[src/rtl/uart_pkg.sv]
// ============================================================================
// Module : uart_pkg
// Brief  : Shared UART timing constants and arbiter state encodings.
// Rev    : 1.0  initial release
// ============================================================================
`default_nettype none

package uart_pkg;

   localparam int TICKS_PER_BIT = 16;

   typedef enum logic [2:0] {
      ARB_IDLE  = 3'b001,
      ARB_START = 3'b010,
      ARB_WAIT  = 3'b100
   } arb_state_e;

   // Ticks to hold off after a start pulse: start + data + stop bits, plus a guard.
   function automatic int wait_ticks(input int ticks_per_bit, input int nb_data,
                                     input int nb_stop, input int guard_ticks);
      return ticks_per_bit * (1 + nb_data + nb_stop) + guard_ticks;
   endfunction

endpackage

`default_nettype wire

[src/rtl/uart_tx_arbiter_rr_select.sv]
// ============================================================================
// Module : rr_priority_select
// Brief  : Combinational round-robin pick of the first valid index after i_last.
// Rev    : 1.0  initial release
// ============================================================================
`default_nettype none

module rr_priority_select #(
   parameter int N_REQ = 4,
   parameter int NB_ID = $clog2(N_REQ)
) (
   input  logic [N_REQ-1:0] i_valid,
   input  logic [NB_ID-1:0] i_last,
   output logic [N_REQ-1:0] o_grant_onehot,
   output logic [NB_ID-1:0] o_grant_idx,
   output logic             o_any
);

   always_comb begin
      o_grant_idx = '0;
      o_any       = 1'b0;
      // Scan farthest-first so the nearest valid index after i_last wins.
      for (int off = N_REQ; off >= 1; off--) begin
         if (i_valid[NB_ID'((int'(i_last) + off) % N_REQ)]) begin
            o_grant_idx = NB_ID'((int'(i_last) + off) % N_REQ);
            o_any       = 1'b1;
         end
      end
      o_grant_onehot = o_any ? (N_REQ'(1) << o_grant_idx) : '0;
   end

endmodule

`default_nettype wire

[src/rtl/uart_tx_arbiter.sv]
// ============================================================================
// Module : uart_tx_arbiter
// Brief  : Round-robin sequencer sharing one uart_tx among N_REQ byte producers.
// Rev    : 1.0  initial release
// ============================================================================
`default_nettype none

module uart_tx_arbiter #(
   parameter int N_REQ         = 4,
   parameter int NB_DATA       = 8,
   parameter int NB_STOP       = 1,
   parameter int TICKS_PER_BIT = uart_pkg::TICKS_PER_BIT,
   parameter int GUARD_TICKS   = 2,
   parameter int NB_ID         = $clog2(N_REQ)
) (
   input  logic                     i_clock,
   input  logic                     i_reset,
   input  logic                     i_tick,
   input  logic [N_REQ-1:0]         i_req_valid,
   input  logic [N_REQ*NB_DATA-1:0] i_req_data,
   output logic [N_REQ-1:0]         o_req_ready,
   output logic                     o_tx_start,
   output logic [NB_DATA-1:0]       o_tx_data,
   output logic                     o_busy,
   output logic [NB_ID-1:0]         o_grant_id
);

   import uart_pkg::*;

   localparam int                WAIT_TICKS = wait_ticks(TICKS_PER_BIT, NB_DATA, NB_STOP, GUARD_TICKS);
   localparam int                NB_CNT     = $clog2(WAIT_TICKS + 1);
   localparam logic [NB_CNT-1:0] C_CNT_LAST = NB_CNT'(WAIT_TICKS - 1);
   localparam logic [NB_ID-1:0]  C_LAST_RST = NB_ID'(N_REQ - 1);

   arb_state_e         state_q, state_d;
   logic               tx_start_q, tx_start_d;
   logic [NB_DATA-1:0] tx_data_q, tx_data_d;
   logic               busy_q, busy_d;
   logic [NB_ID-1:0]   grant_id_q, grant_id_d;
   logic [NB_CNT-1:0]  cnt_q, cnt_d;

   logic [N_REQ-1:0]   sel_onehot;
   logic [NB_ID-1:0]   sel_idx;
   logic               sel_any;

   // The last accepted index doubles as the round-robin pointer.
   rr_priority_select #(
      .N_REQ (N_REQ),
      .NB_ID (NB_ID)
   ) u_rr_select (
      .i_valid        (i_req_valid),
      .i_last         (grant_id_q),
      .o_grant_onehot (sel_onehot),
      .o_grant_idx    (sel_idx),
      .o_any          (sel_any)
   );

   always_comb begin
      state_d    = state_q;
      tx_start_d = 1'b0;
      tx_data_d  = tx_data_q;
      busy_d     = busy_q;
      grant_id_d = grant_id_q;
      cnt_d      = cnt_q;
      case (state_q)
         ARB_IDLE: begin
            busy_d = 1'b0;
            if (sel_any) begin
               tx_data_d  = i_req_data[sel_idx*NB_DATA +: NB_DATA];
               grant_id_d = sel_idx;
               tx_start_d = 1'b1;
               busy_d     = 1'b1;
               state_d    = ARB_START;
            end
         end
         ARB_START: begin
            cnt_d   = '0;
            busy_d  = 1'b1;
            state_d = ARB_WAIT;
         end
         ARB_WAIT: begin
            busy_d = 1'b1;
            if (i_tick) begin
               if (cnt_q == C_CNT_LAST) begin
                  cnt_d   = '0;
                  busy_d  = 1'b0;
                  state_d = ARB_IDLE;
               end else begin
                  cnt_d = cnt_q + NB_CNT'(1);
               end
            end
         end
         default: begin
            cnt_d   = '0;
            busy_d  = 1'b0;
            state_d = ARB_IDLE;
         end
      endcase
   end

   always_ff @(posedge i_clock) begin
      if (i_reset) begin
         state_q    <= ARB_IDLE;
         tx_start_q <= 1'b0;
         tx_data_q  <= '1;
         busy_q     <= 1'b0;
         grant_id_q <= C_LAST_RST;
         cnt_q      <= '0;
      end else begin
         state_q    <= state_d;
         tx_start_q <= tx_start_d;
         tx_data_q  <= tx_data_d;
         busy_q     <= busy_d;
         grant_id_q <= grant_id_d;
         cnt_q      <= cnt_d;
      end
   end

   assign o_req_ready = (state_q == ARB_IDLE) ? sel_onehot : '0;
   assign o_tx_start  = tx_start_q;
   assign o_tx_data   = tx_data_q;
   assign o_busy      = busy_q;
   assign o_grant_id  = grant_id_q;

endmodule

`default_nettype wire

[config.mk]
export PLATFORM = sky130hd
export DESIGN_NAME = uart_tx_arbiter
export DESIGN_NICKNAME = d
export VERILOG_FILES = /design/src/rtl/uart_pkg.sv /design/src/rtl/uart_tx_arbiter_rr_select.sv /design/src/rtl/uart_tx_arbiter.sv
export SDC_FILE = /design/constraint.sdc
export NUM_CORES = 1
export LEC_CHECK = 0
export ABC_AREA = 1
export CELL_PAD_IN_SITES_DETAIL_PLACEMENT = 1
export CELL_PAD_IN_SITES_GLOBAL_PLACEMENT = 2
export CORE_ASPECT_RATIO = 1.25
export CORE_MARGIN = 2
export CORE_UTILIZATION = 23
export DETAILED_ROUTE_END_ITERATION = 16
export GPL_TIMING_DRIVEN = 0
export HOLD_SLACK_MARGIN = 0.08
export PLACE_DENSITY = 0.83
export SYNTH_ARGS = -nofsm -noshare
export SYNTH_HDL_FRONTEND = slang
export SYNTH_SLANG_ARGS = --single-unit
[constraint.sdc]
create_clock -name i_clock -period 2.05 [get_ports i_clock]
set_clock_uncertainty 0.1 [all_clocks]
set_input_delay 0.41 -clock i_clock [delete_from_list [all_inputs] [get_ports i_clock]]
set_output_delay 0.41 -clock i_clock [all_outputs]
set_load 0.02 [all_outputs]
==> run metrics, run 1 <==
status=complete, but fails checks; failing checks=negative setup slack; Final WS setup=-242 ps; final hold vios=0; fin cells=412; f_max=approximately 0.44 GHz; hpwl dp=3.76 mm; Routed Antenna Nets=0; cell at the root of the clock tree=clkbuf_8; Critical-path top delay cell=dfxtp_4; min cycle time layout=2290 ps; Max FO, Critical Path=5; Yosys cell types=32; CP Class=flop to output port; CTS H-tree lvls=1; clock buffer count from CTS=3; clk_lat worst skew=260 ps; most common cell after layout, fill and taps aside=nand2_1; FP Rows=33; worst hold slack=approximately 380 ps; WL per Instance=11.7 um; Top cell by count, worst path=nand2_4; PD cells=1580 nW/um2; register area=468 um2; cell count after synthesis=252; area delta synth->final=61.9%; Cells after DPL=~400; Worst Setup End Kind=output port; number of hold buffers added after cts=0; Slew Limit Fails=0; vias in the first global route=1820; Multi-input gate area=around 1000 um2; #FFs+latches synth=23; Avg Cell Area, Syn=6.33 um2; share of layout cells above drive strength 1=0.274; Via density=4.26; LEAKAGE=around 1.2 nW; syn nets=293; CTS Sinks=23; setup TNS=-901 ps; period utilization=1.12; clock slew at reported path FFs=~80 ps; Max Buffers Root-to-Sink=2; core area=6650 um2; first-pass GRT wire length=8.06 mm; Iter 0 DRT Violations=16; post-synthesis sequential area ratio=0.289; total length of routed wires=about 4.8 mm; WP data required=1540 ps; CP Cell Sequence=buf_6 > nand2_4 > o21ai_4 > nand2_2 > nand2_2 > nand2_4 > nand2_4 > nand2_4 > nand2_8 > buf_8 > nand2_8 > nor2_4 > buf_6; DRC violations left=0; Rel. slew slack=0.730; via count=1757; reg-to-reg slack, setup=about 140 ps; fillers=841; initial antenna violation count=0; Ys Warns=0; Ports=between 50 and 60; most frequent cells in the layout=nand2_1 (58), clkdlybuf4s50_1 (45), inv_1 (36); grt total ovfl=0; fin nets=~370; hold crit path type=flop to flop; worst slew pin tran=401 ps; largest net degree at the start of global routing=14; initial core utilization=0.240; antenna cells=0; CTS tree=built; PortBufs=53; setup violators final=4; DIE HEIGHT=97.1 um; total track usage=0.128; RSZ-0062 raised after global routing=true; Max-Cap Viols=0; Placer Congestion=0.778; Mapped Area=about 1600 um2; dpl ws=-1130 ps; Critical Path AT=~1800 ps; DR pass1 iterations=4; post-layout total power=0.00407 W; Peak VDD IR=around 0.90 mV; width of the die=78.5 um; slowest stage delay, CP=400 ps; element type at the critical path start=flop; die area=7620 um2
## cell usage after synthesis
master | number | share of area
nand3_1 | 26 | 0.082
nand4_1 | 6 | 0.024
nor2_1 | 18 | 0.042
nand2_2 | 15 | 0.059
nor2_4 | 1 | 0.0071
nor3_1 | 6 | 0.019
buf_6 | 2 | 0.014
o21ai_0 | 2 | 0.0063
nand3b_1 | 4 | 0.019
inv_1 | 41 | 0.097
o211ai_1 | 2 | 0.0094
o21ai_2 | 2 | 0.011
nor4_1 | 1 | 0.0039
a21o_1 | 1 | 0.0047
xnor2_1 | 1 | 0.0055
nand2_4 | 2 | 0.014
nand3_2 | 1 | 0.0063
and2_4 | 1 | 0.0055
a21oi_1 | 12 | 0.038
buf_8 | 1 | 0.0094
nor2_2 | 2 | 0.0078
dfxtp_1 | 23 | 0.29
o21ai_1 | 1 | 0.0031
a31o_2 | 2 | 0.011
buf_1 | 1 | 0.0024
a31oi_2 | 1 | 0.0078
nand2_1 | 65 | 0.15
buf_4 | 3 | 0.014
or2_2 | 2 | 0.0078
buf_2 | 1 | 0.0031
inv_2 | 4 | 0.0094
ha_1 | 2 | 0.016
## registers in the layout (all words and copies together), names as in the netlist
signal      cells
o_tx_start      1
cnt_q           8
o_tx_data       8
o_busy          1
state_q         3
o_grant_id      2
## cells by family (layout without fill, tap and decap cells)
group | Yosys count | count (layout) | synth area share
AND/OR/NAND/NOR | 150 | 150 | 0.450
flip-flops | 23 | 23 | 0.289
adder cells (fa/ha/maj) | 2 | 2 | 0.0157
buffers and inverters | 53 | 126 | 0.149
XOR/XNOR | 1 | 1 | 0.00550
AO/OA/AOI/OAI | 23 | 23 | 0.0911
## timing repair
action / 4_1_cts / 5_1_grt
cloned: 1 / 1
setup endpoints to repair: 4 / 6
pin swaps: 19 / 15
resized for setup: 61 / 14
buffers inserted: 13 / 2
## through the flow
step | area (um2) | util
after floorplan | 1600 | -
after global placement | 2240 | 0.337
after detailed placement | 2240 | 0.337
after CTS | 2520 | 0.379
after global routing | 2580 | 0.388
final | 2580 | 0.388
## report_power, final
part | switching, W | internal, W | leakage, nW
clock | 0.000142 | 0.000135 | 0.0255
sequential | 0.0000994 | 0.000581 | 0.190
combinational | 0.00173 | 0.00138 | 0.974
total | 0.00197 | 0.00210 | 1.19
## area by class of cell
cell class	instances	area share
Buffer	8	0.0320
Clock buffer	3	0.0160
Clock inverter	1	0.00194
Inverter	45	0.0674
Multi-Input combinational cell	176	0.405
Sequential cell	23	0.181
Tap cell	87	0.0422
Timing Repair Buffer	69	0.254
## worst paths after layout
kind | start | end | cells after the start
min reg2reg | o_tx_data[6] | o_tx_data[6] | 2
max reg2reg | o_grant_id[0] | o_tx_data[7] | 15
min | o_tx_data[6] | o_tx_data[6] | 2
max | o_grant_id[0] | o_req_ready[3] | 13
## metal layers
metal | global-route usage | part of all wire | wire (um) | vias to the layer above
met2 | 0.239 | 0.52 | 2520 | 30
met5 | 0 | 0 | 0 | -
met4 | 0.0364 | 0.011 | 55 | 0
met3 | 0.0177 | 0.034 | 165 | 4
met1 | 0.148 | 0.43 | 2080 | 790
li1 | - | - | - | 933
## critical path: cells and delay by family (launching register included)
kind	cells	cell delay (ps)
AO/OA/AOI/OAI	1	80
buffers and inverters	3	380
flip-flops	1	400
AND/OR/NAND/NOR	9	640
Note: power is estimated with default switching activity, not from simulation.
==> run 2, diff against run 1 <==
- GPL_ROUTABILITY_DRIVEN: not set -> 0
- PLACE_DENSITY: 0.83 -> not set
- PLACE_DENSITY_LB_ADDON: not set -> 0.08
- SYNTH_HIERARCHICAL: not set -> 1
==> run 2 against run 1 <==
The run still ends with negative setup slack left. Synthesized area grew 1.7%. Core utilization shrank 0.19 points. Via count grew 4.8%. Total power grew 4.5%. Register-to-register slack lost 120 ps. Non-clock buffer count shrank 7. Sequential share of layout area shrank 0.55 points.
==> run metrics, run 2 <==
Ys Warns=6 (+6); first-pass GRT wire length=8.83 mm (+9.5%); cell at the root of the clock tree=clkbuf_8; width of the die=79.1 um (+0.82%); Cells after DPL=400 (+2.0%); CP Cell Sequence=buf_12 > clkinv_8 > nand2_4 > nand2_4 > nand2_4 > nand2_2 > nand2_4 > nand3_4 > nand2_4 > inv_4 > nor2_4 > inv_2 > nor2_2 > buf_6; status=complete, but fails checks; clk_lat worst skew=270 ps (about the same); CTS tree=built; WP data required=1540 ps (about the same); Top cell by count, worst path=nand2_4; leading area contributor after synthesis=dfxtp_1; DR pass1 iterations=3 (-1); Hold Crit Depth=2 (unchanged); DRC violations left=0 (unchanged); Slew Limit Fails=0 (unchanged); async set-or-reset flop fraction in the synthesized netlist=0 (unchanged); reg-to-reg slack, setup=20 ps (-120 ps); met3 WL=222 um (+35%); Post-synth EDFFs=0 (unchanged); worst slew pin tran=477 ps (+75.7 ps); die area=7740 um2 (+1.6%); Iter 0 DRT Violations=40 (+24); largest family of logic cells by synthesized area=simple AND/OR/NAND/NOR gates; most common cell after layout, fill and taps aside=nand2_1; post-synthesis adder-cell area fraction=0.0154 (-0.000266); Clk pwr share=0.067 (about the same); min cycle time layout=2280 ps (-10.6 ps); Synth Area in Simple Gates=0.460 (+0.0101); Routed Antenna Nets=0 (unchanged); multiplexer area fraction after synthesis=0 (unchanged); total length of routed wires=5.29 mm (+9.9%); Avg Cell Area, Syn=6.33 um2 (+0.14%); area delta synth->final=64.1%; synth top area cells=dfxtp_1 (28%), nand2_1 (16%), nor2_1 (6.5%); worst r2r src=o_grant_id[0]; f_max=0.438 GHz (+0.46%); Worst Setup End Kind=output port; CP Class=flop to output port; RSZ-0062 raised after global routing=true; element type at the critical path start=flop; hold crit path type=flop to flop; period utilization=1.11 (-0.00517); clock slew at reported path FFs=80 ps (about the same); met2 WL=2.84 mm (+13%); Ports=55 (unchanged); most frequent cells in the layout=nand2_1 (55), clkdlybuf4s50_1 (46), nor2_1 (22); #FFs+latches synth=23 (unchanged); WL per Instance=12.8 um (+9.4%); syn nets=297 (+1.4%); Via density=4.45 (+4.3%); PD cells=1600 nW/um2 (+1.3%); Synth Area in Compound Gates=0.122 (+0.0309); Synth top area share=0.284 (-0.00490); switch share=0.506 (+0.0223); Max Buffers Root-to-Sink=2 (unchanged); core area=6890 um2 (+3.7%); grt total ovfl=0 (unchanged); met1 wire length=2.18 mm (+5.0%); Mapped Area=1620 um2 (+1.7%); initial antenna violation count=0 (unchanged); Yosys cell types=29 (-9.4%); hpwl dp=4.06 mm (+7.9%); final core occ=0.386 (-0.00194); share of layout cells above drive strength 1=0.306 (+0.0317); Critical-path top delay cell=dfxtp_4; initial core utilization=0.235 (-0.00450); PortBufs=54 (+1.9%); setup violators final=4 (unchanged); Synth Area in XOR/XNOR=0 (-0.00549); post-synthesis sequential area ratio=0.284 (-0.00490); leading cell types by count after synthesis=nand2_1 (68), nor2_1 (28), inv_1 (25), dfxtp_1 (23), nand3_1 (18); CTS Sinks=23 (unchanged); Rel. slew slack=0.682 (-0.0477); dpl ws=-1020 ps (+110 ps); FF-to-FF path depth=16 (+1); HP Start=o_tx_data[5]; largest net degree at the start of global routing=13 (-1); via count=1841 (+4.8%); highest metal used=met4; vias in the first global route=1890 (+3.8%); cell count after synthesis=256 (+1.6%); P_int=0.00210 W (about the same); antenna cells=0 (unchanged); sequential share of power=0.167 (about the same); reg-to-reg endpoint=o_tx_data[4]; Sw Pwr=0.00215 W (+9.3%); most frequent cell after synthesis=nand2_1; slowest stage delay, CP=370 ps (-30 ps); Final WS setup=-231 ps (+10.6 ps); fin nets=366 (-0.27%); Critical Path AT=1770 ps (about the same); clock buffer count from CTS=3 (unchanged); total track usage=0.141 (+0.0136); Worst Hold End=o_tx_data[5]; fin cells=414 (+0.49%); DIE HEIGHT=97.9 um (+0.82%); fillers=884 (+5.1%); Max-Cap Viols=0 (unchanged); combinational fraction of design power=0.766 (about the same); final hold vios=0 (unchanged); Max FO, Critical Path=8 (+3); failing checks=negative setup slack; CTS H-tree lvls=1 (unchanged); Peak VDD IR=0.645 mV (-29%); FP Rows=34 (+3.0%); Synth Flop Type=dfxtp_1; LEAKAGE=1.17 nW (-1.5%)
-- run 2: cell types whose count changed after synthesis, moves of 4 or more --
| cell | previous run | this run |
|---|---|---|
| nor3_1 | 6 | 2 |
| inv_1 | 41 | 25 |
| nor2_2 | 2 | 11 |
| nand3_1 | 26 | 18 |
| o21ai_0 | 2 | 13 |
| o22ai_1 | 0 | 6 |
| nor2_1 | 18 | 28 |
-- run 2: worst max-delay path by stage --
stage / from / slack (ps) / depth (start not counted) / endpoint
floorplan: o_grant_id[1] / 30 / 12 / o_req_ready[1]
global placement: i_req_valid[1] / -1020 / 14 / o_req_ready[1]
detailed placement: i_req_valid[1] / -1020 / 14 / o_req_ready[3]
CTS: o_grant_id[0] / -240 / 15 / o_req_ready[1]
global route: o_grant_id[0] / -340 / 14 / o_req_ready[1]
finish: o_grant_id[0] / -230 / 14 / o_req_ready[1]
-- run 2: kinds of logic (layout without fill, tap and decap cells) --
group / Yosys count / count (layout)
fa+ha+maj: 2 / 2
buf+inv: 41 / 109
flops: 23 / 23
simple gates: 155 / 155
compound gates: 35 / 35
-- run 2: timing repair --
item,4_1_cts,5_1_grt
pin swaps,18,22
gates cloned,1,1
resized for setup,54,42
buffers inserted,6,3
hold buffers,0,0
endpoints found under the hold margin,0,0
setup endpoints to repair,13,13
-- run 2: cell type report --
| class | count | area (um2) | share of cell area |
|---|---|---|---|
| Buffer | 7 | 80.1 | 0.0301 |
| Clock buffer | 4 | 45.0 | 0.0169 |
| Inverter | 34 | 164 | 0.0616 |
| Multi-Input combinational cell | 192 | 1160 | 0.435 |
| Sequential cell | 23 | 468 | 0.176 |
| Tap cell | 90 | 113 | 0.0423 |
| Timing Repair Buffer | 63 | 626 | 0.235 |
| Timing Repair inverter | 1 | 7.51 | 0.00282 |
-- run 2: power groups by stage --
stage / clock [W] / sequential (W) / combinational, W
6_report: 0.000286 / 0.000708 / 0.00326
5_1_grt: 0.000325 / 0.000732 / 0.00363
4_1_cts: 0.000299 / 0.000699 / 0.00283
3_5_place_dp: 0 / 0.000705 / 0.00248
3_3_place_gp: 0 / 0.000702 / 0.00247
2_1_floorplan: 0 / 0.000790 / 0.00159
-- run 2: worst max-delay path: cells and delay by family, from the launching register on --
| kind | cells | cell delay, ps |
|---|---|---|
| AND/OR/NAND/NOR | 9 | 700 |
| buffers and inverters | 5 | 420 |
| flip-flops | 1 | 370 |
-- run 2: routing by layer --
layer,global-route usage,vias to the layer above
met5,0,-
met4,0.0398,0
met3,0.0259,4
met2,0.257,32
met1,0.167,854
li1,-,951
-- run 2: per-stage QoR --
| step | instance area [um2] | TNS [ps] | hold slack [ps] | power [W] |
|---|---|---|---|---|
| 3_3_place_gp | 2290 | -8580 | 352 | 0.00317 |
| 2_1_floorplan | 1630 | 0 | 394 | 0.00238 |
| 6_report | 2660 | -832 | 370 | 0.00425 |
| 4_1_cts | 2460 | -912 | 374 | 0.00383 |
| 5_1_grt | 2660 | -2570 | 420 | 0.00469 |
| 3_5_place_dp | 2290 | -8740 | 352 | 0.00319 |
